<file path="src/rtl/vga_pixel_out.sv">
// VGA raster timing and pixel output stage fed from the pixel FIFO.
// Define VGA_PIX_UNDERFLOW_CNT_EN to add the UNDERFLOW_CNT_OUT pixel counter.
module vga_pixel_out #(
    parameter int                    H_ACTIVE  = 640,
    parameter int                    H_FP      = 16,
    parameter int                    H_SYNC    = 96,
    parameter int                    H_BP      = 48,
    parameter int                    V_ACTIVE  = 480,
    parameter int                    V_FP      = 10,
    parameter int                    V_SYNC    = 2,
    parameter int                    V_BP      = 33,
    parameter bit                    HS_POL    = 1'b0,
    parameter bit                    VS_POL    = 1'b0,
    parameter int                    DATA_SIZE = 24,
    parameter logic [DATA_SIZE-1:0]  UF_COLOUR = 24'hFF00FF
) (
    input  logic                 CLK,
    input  logic                 RST,
    input  logic                 ENABLE_IN,
    input  logic [DATA_SIZE-1:0] FIFO_DATA_IN,
    input  logic                 FIFO_EMPTY_IN,
    output logic                 FIFO_RD_OUT,
    output logic [DATA_SIZE-1:0] VGA_RGB_OUT,
    output logic                 VGA_HS_OUT,
    output logic                 VGA_VS_OUT,
    output logic                 VGA_DE_OUT,
    output logic                 FRAME_START_OUT,
    output logic                 UNDERFLOW_OUT
`ifdef VGA_PIX_UNDERFLOW_CNT_EN
    ,
    output logic [15:0]          UNDERFLOW_CNT_OUT
`endif
);

    localparam logic [10:0] H_TOT  = 11'(H_ACTIVE + H_FP + H_SYNC + H_BP);
    localparam logic [10:0] H_ACT  = 11'(H_ACTIVE);
    localparam logic [10:0] HS_BEG = 11'(H_ACTIVE + H_FP);
    localparam logic [10:0] HS_END = 11'(H_ACTIVE + H_FP + H_SYNC);
    localparam logic [10:0] V_TOT  = 11'(V_ACTIVE + V_FP + V_SYNC + V_BP);
    localparam logic [10:0] V_ACT  = 11'(V_ACTIVE);
    localparam logic [10:0] VS_BEG = 11'(V_ACTIVE + V_FP);
    localparam logic [10:0] VS_END = 11'(V_ACTIVE + V_FP + V_SYNC);

    logic [10:0]          r_h_cnt;
    logic [10:0]          r_v_cnt;
    logic                 r_de1;
    logic                 r_uf1;
    logic                 r_hs1;
    logic                 r_vs1;
    logic [DATA_SIZE-1:0] r_rgb;
    logic                 r_de;
    logic                 r_hs;
    logic                 r_vs;
    logic                 r_uf;

    logic w_act;
    logic w_hs;
    logic w_vs;
    logic w_frame_start;

    assign w_act = (r_h_cnt < H_ACT) && (r_v_cnt < V_ACT);
    assign w_hs  = (r_h_cnt >= HS_BEG) && (r_h_cnt < HS_END);
    assign w_vs  = (r_v_cnt >= VS_BEG) && (r_v_cnt < VS_END);

    assign w_frame_start = ~RST & ENABLE_IN
                         & (r_h_cnt == 11'd0) & (r_v_cnt == 11'd0);

    assign FIFO_RD_OUT     = ~RST & ENABLE_IN & w_act & ~FIFO_EMPTY_IN;
    assign FRAME_START_OUT = w_frame_start;

    // Disabling parks the raster at the origin so re-enable starts a frame.
    always_ff @(posedge CLK) begin
        if (RST || !ENABLE_IN) begin
            r_h_cnt <= '0;
            r_v_cnt <= '0;
        end else if (r_h_cnt == H_TOT - 11'd1) begin
            r_h_cnt <= '0;
            if (r_v_cnt == V_TOT - 11'd1) begin
                r_v_cnt <= '0;
            end else begin
                r_v_cnt <= r_v_cnt + 11'd1;
            end
        end else begin
            r_h_cnt <= r_h_cnt + 11'd1;
        end
    end

    always_ff @(posedge CLK) begin
        if (RST || !ENABLE_IN) begin
            r_de1 <= 1'b0;
            r_uf1 <= 1'b0;
            r_hs1 <= 1'b0;
            r_vs1 <= 1'b0;
        end else begin
            r_de1 <= w_act;
            r_uf1 <= w_act & FIFO_EMPTY_IN;
            r_hs1 <= w_hs;
            r_vs1 <= w_vs;
        end
    end

    // FIFO read data lands here one cycle after its pop.
    always_ff @(posedge CLK) begin
        if (RST) begin
            r_rgb <= '0;
            r_de  <= 1'b0;
            r_hs  <= ~HS_POL;
            r_vs  <= ~VS_POL;
        end else begin
            r_de  <= r_de1;
            r_rgb <= r_de1 ? (r_uf1 ? UF_COLOUR : FIFO_DATA_IN) : '0;
            r_hs  <= r_hs1 ? HS_POL : ~HS_POL;
            r_vs  <= r_vs1 ? VS_POL : ~VS_POL;
        end
    end

    always_ff @(posedge CLK) begin
        if (RST) begin
            r_uf <= 1'b0;
        end else if (r_uf1) begin
            r_uf <= 1'b1;
        end else if (w_frame_start) begin
            r_uf <= 1'b0;
        end
    end

    assign VGA_RGB_OUT   = r_rgb;
    assign VGA_DE_OUT    = r_de;
    assign VGA_HS_OUT    = r_hs;
    assign VGA_VS_OUT    = r_vs;
    assign UNDERFLOW_OUT = r_uf;

`ifdef VGA_PIX_UNDERFLOW_CNT_EN
    logic [15:0] r_uf_cnt;

    always_ff @(posedge CLK) begin
        if (RST) begin
            r_uf_cnt <= '0;
        end else if (r_uf1 && (r_uf_cnt != 16'hFFFF)) begin
            r_uf_cnt <= r_uf_cnt + 16'd1;
        end
    end

    assign UNDERFLOW_CNT_OUT = r_uf_cnt;
`endif

endmodule
</file>
<file path="config.mk">
export PLATFORM = sky130hd
export DESIGN_NAME = vga_pixel_out
export DESIGN_NICKNAME = d
export VERILOG_FILES = /design/src/rtl/vga_pixel_out.sv
export SDC_FILE = /design/constraint.sdc
export NUM_CORES = 1
export LEC_CHECK = 0
export CORE_UTILIZATION = 50
export DETAILED_ROUTE_END_ITERATION = 12
export PLACE_DENSITY = 0.83
export SYNTH_ARGS = -nofsm -noshare
export SYNTH_HDL_FRONTEND = slang
export SYNTH_SLANG_ARGS = --single-unit
</file>
<file path="constraint.sdc">
create_clock -name CLK -period 4.9 [get_ports CLK]
set_input_delay 0.98 -clock CLK [delete_from_list [all_inputs] [get_ports CLK]]
set_output_delay 0.98 -clock CLK [all_outputs]
set_load 0.05 [all_outputs]
</file>
==> metrics.cfg <==
[run_status]
status = complete, no violations

[clock_tree]
clock-sinks = 54
root_buffer = clkbuf_8
cts_resized = 0
clk_latency_ps = 310
htreeDepth = 2
cts_setup_buffers = 0
postCtsHoldBufs = 0
cts_tree = done
numCtsBuffers = 5
path_clk_slew_ps = 90
clockBufferDepth = 2

[sta]
worst_pin_slew_ps = 697.4
finalCriticalPeriod_ps = 4215
finalSetupViolCount = 0
fin_skew_ps = 10.54
slew_headroom_pct = 53.51
fin_crit_sh_pct = 86.03
max_freq_ghz = 0.2372
hold_viol = 0
rsz0062_at_grt = no
hold_ws_ps = 392.3
fin_setup_tns_ps = 0
slew_viol_final = 0

[floorplan]
die_h_microns = 65.93
core_sq_um = 3799
start_util_pct = 53.79
die-area_sq_um = 4346
io_pins = 58
die_w_microns = 65.93
num_rows = 22

[yosys]
synth_cell_types = 34
syn_area_per_cell_sq_um = 9.121
ys_warn_count = 0
syn-num-nets = 256
synthArstFlopShare_pct = 0
synth_seq_cells = 54
synth.top_cell.area_share_pct = 52.91
synth_cells = 224
synth_edf_count = 0
synth-main-ff-cell = dfxtp_1
synth_area_leader_cell = dfxtp_1
synth.area.top_cells = dfxtp_1 53%, nor2_1 9.7%, xnor2_1 3.9%
yosysSeqAreaShare_pct = 52.91
synthesis.area_sq_um = 2043

[worst_setup_path]
crit_slowest_cell = clkdlybuf4s50_1
startpoint_type = register
worst_setup_path_end_kind = output pin
crit_fanout = 7
cp.arrival_ps = 3240
cp.required_ps = 3920
cpPeakStageDelay_ps = 900
critPathBufInv = 1
critical_path_class = register to output pin
cpLargestDelayFamily = simple AND/OR/NAND/NOR gates
crit_chain = or4_1 > or4_2 > nor4b_2 > clkdlybuf4s50_1

[power]
power.density_nw_per_um2 = 301.0
finalPower_mw = 0.8289
ir_worst_vdd_v = 0.0002454
leakagePower_nw = 1.006

[place]
io_buffers = 57
place_hpwl_microns = 3243
gp_congestion = 0.8803

[drt]
first_iter_violations = 90
vias = 1743
viasPerCell = 5.282
drt_wl_total_microns = 4544
drt_pass1_iterations = 4
ant_nets = 0
drc = 0
post_drt_wl_per_cell_microns = 13.77

[finish]
layout_common_cells = 57 x clkdlybuf4s50_1, 54 x dfxtp_1, 53 x nor2_1
diodes = 0
drive_gt1_share_pct = 4.610
nNetsFinal = 313
final_common_cell = clkdlybuf4s50_1
synthToLayoutAreaGrowth_pct = 34.78
nFillCells = 297

[global_routing]
grt_pass1_vias = 1595
grt.total_usage_pct = 22.90
antenna_found_initial = 0
grt_pass1_wl_microns = 7452
grt_max_degree = 19
grt_overflow_total = 0

[job]
drv_cap = 0

[worst_hold_path]
hold_class = register to register

[metrics by stage]
step	worst slack, ps	area (sq um)	util [%]	cells
after global routing	562.1	2754	72.50	330
after global placement	800.6	2644	69.60	322
after floorplan	1276	2043	-	224
after CTS	665.0	2754	72.50	330
final	684.7	2754	72.50	330
after detailed placement	732.5	2644	69.60	322
[logic make-up (layout without fill, tap and decap cells)]
kind of cell / count (synthesis) / in the layout / share of synthesized area [%]
compound gates: 15 / 15 / 5.328
xor+xnor: 13 / 13 / 5.573
fa+ha+maj: 4 / 4 / 2.450
buf+inv: 16 / 74 / 3.123
flops: 54 / 54 / 52.91
mux: 1 / 1 / 0.4899
simple gates: 121 / 121 / 30.13
[Yosys cell counts, types with 2 or more instances]
library cell	number
o21ai_0	2
and3_1	2
or4_2	2
inv_1	9
nor3_1	6
dfxtp_1	54
nand4_1	4
nand2b_1	6
clkbuf_1	3
nor2_1	53
o31ai_1	4
xor2_1	4
and4_1	2
nand3_1	6
nor4_1	4
clkbuf_2	2
nand2_1	11
ha_1	4
or3_1	3
a21oi_1	7
or4_1	7
and2_1	9
xnor2_1	9
[final cells by class]
type                       instances  area [sq um]  area share (%)
sequential                        54          1081           39.26
multi-input combinational        154         898.4           32.62
timing repair buffer              57         570.5           20.72
clock buffer                       6         72.57           2.635
tap                               48         60.06           2.181
clock inverter                     2         37.54           1.363
inverter                           9         33.78           1.227
[worst paths after layout]
check	from	to	slack, ps	cells past startpoint
worst max-delay path	r_h_cnt[5]	FRAME_START_OUT	680	4
worst min-delay path	r_hs1	VGA_HS_OUT	390	1
worst max register to register	r_h_cnt[5]	r_v_cnt[3]	2450	4
worst min register to register	r_hs1	VGA_HS_OUT	390	1
[power by group]
part	switching (mW)	leakage [nW]	internal [mW]
clock network	0.143	0.0514	0.153
registers	0.00417	0.438	0.447
logic	0.0439	0.516	0.0387
[flip-flops by register name (all words and copies together), names as in the netlist]
register and count:
r_v_cnt 11, VGA_RGB_OUT 24, r_de1 1, r_vs1 1, UNDERFLOW_OUT 1, VGA_VS_OUT 1, VGA_DE_OUT 1, r_hs1 1
r_uf1 1, VGA_HS_OUT 1, r_h_cnt 11
[metal layers]
layer | track usage, % | up-vias | routed length, microns
li1 | - | 865 | -
met5 | 0 | - | 0
met3 | 6.379 | 10 | 394
met4 | 9.511 | 0 | 74
met1 | 30.00 | 791 | 2109
met2 | 35.08 | 77 | 1966
Note: power is estimated with default switching activity, not from simulation.
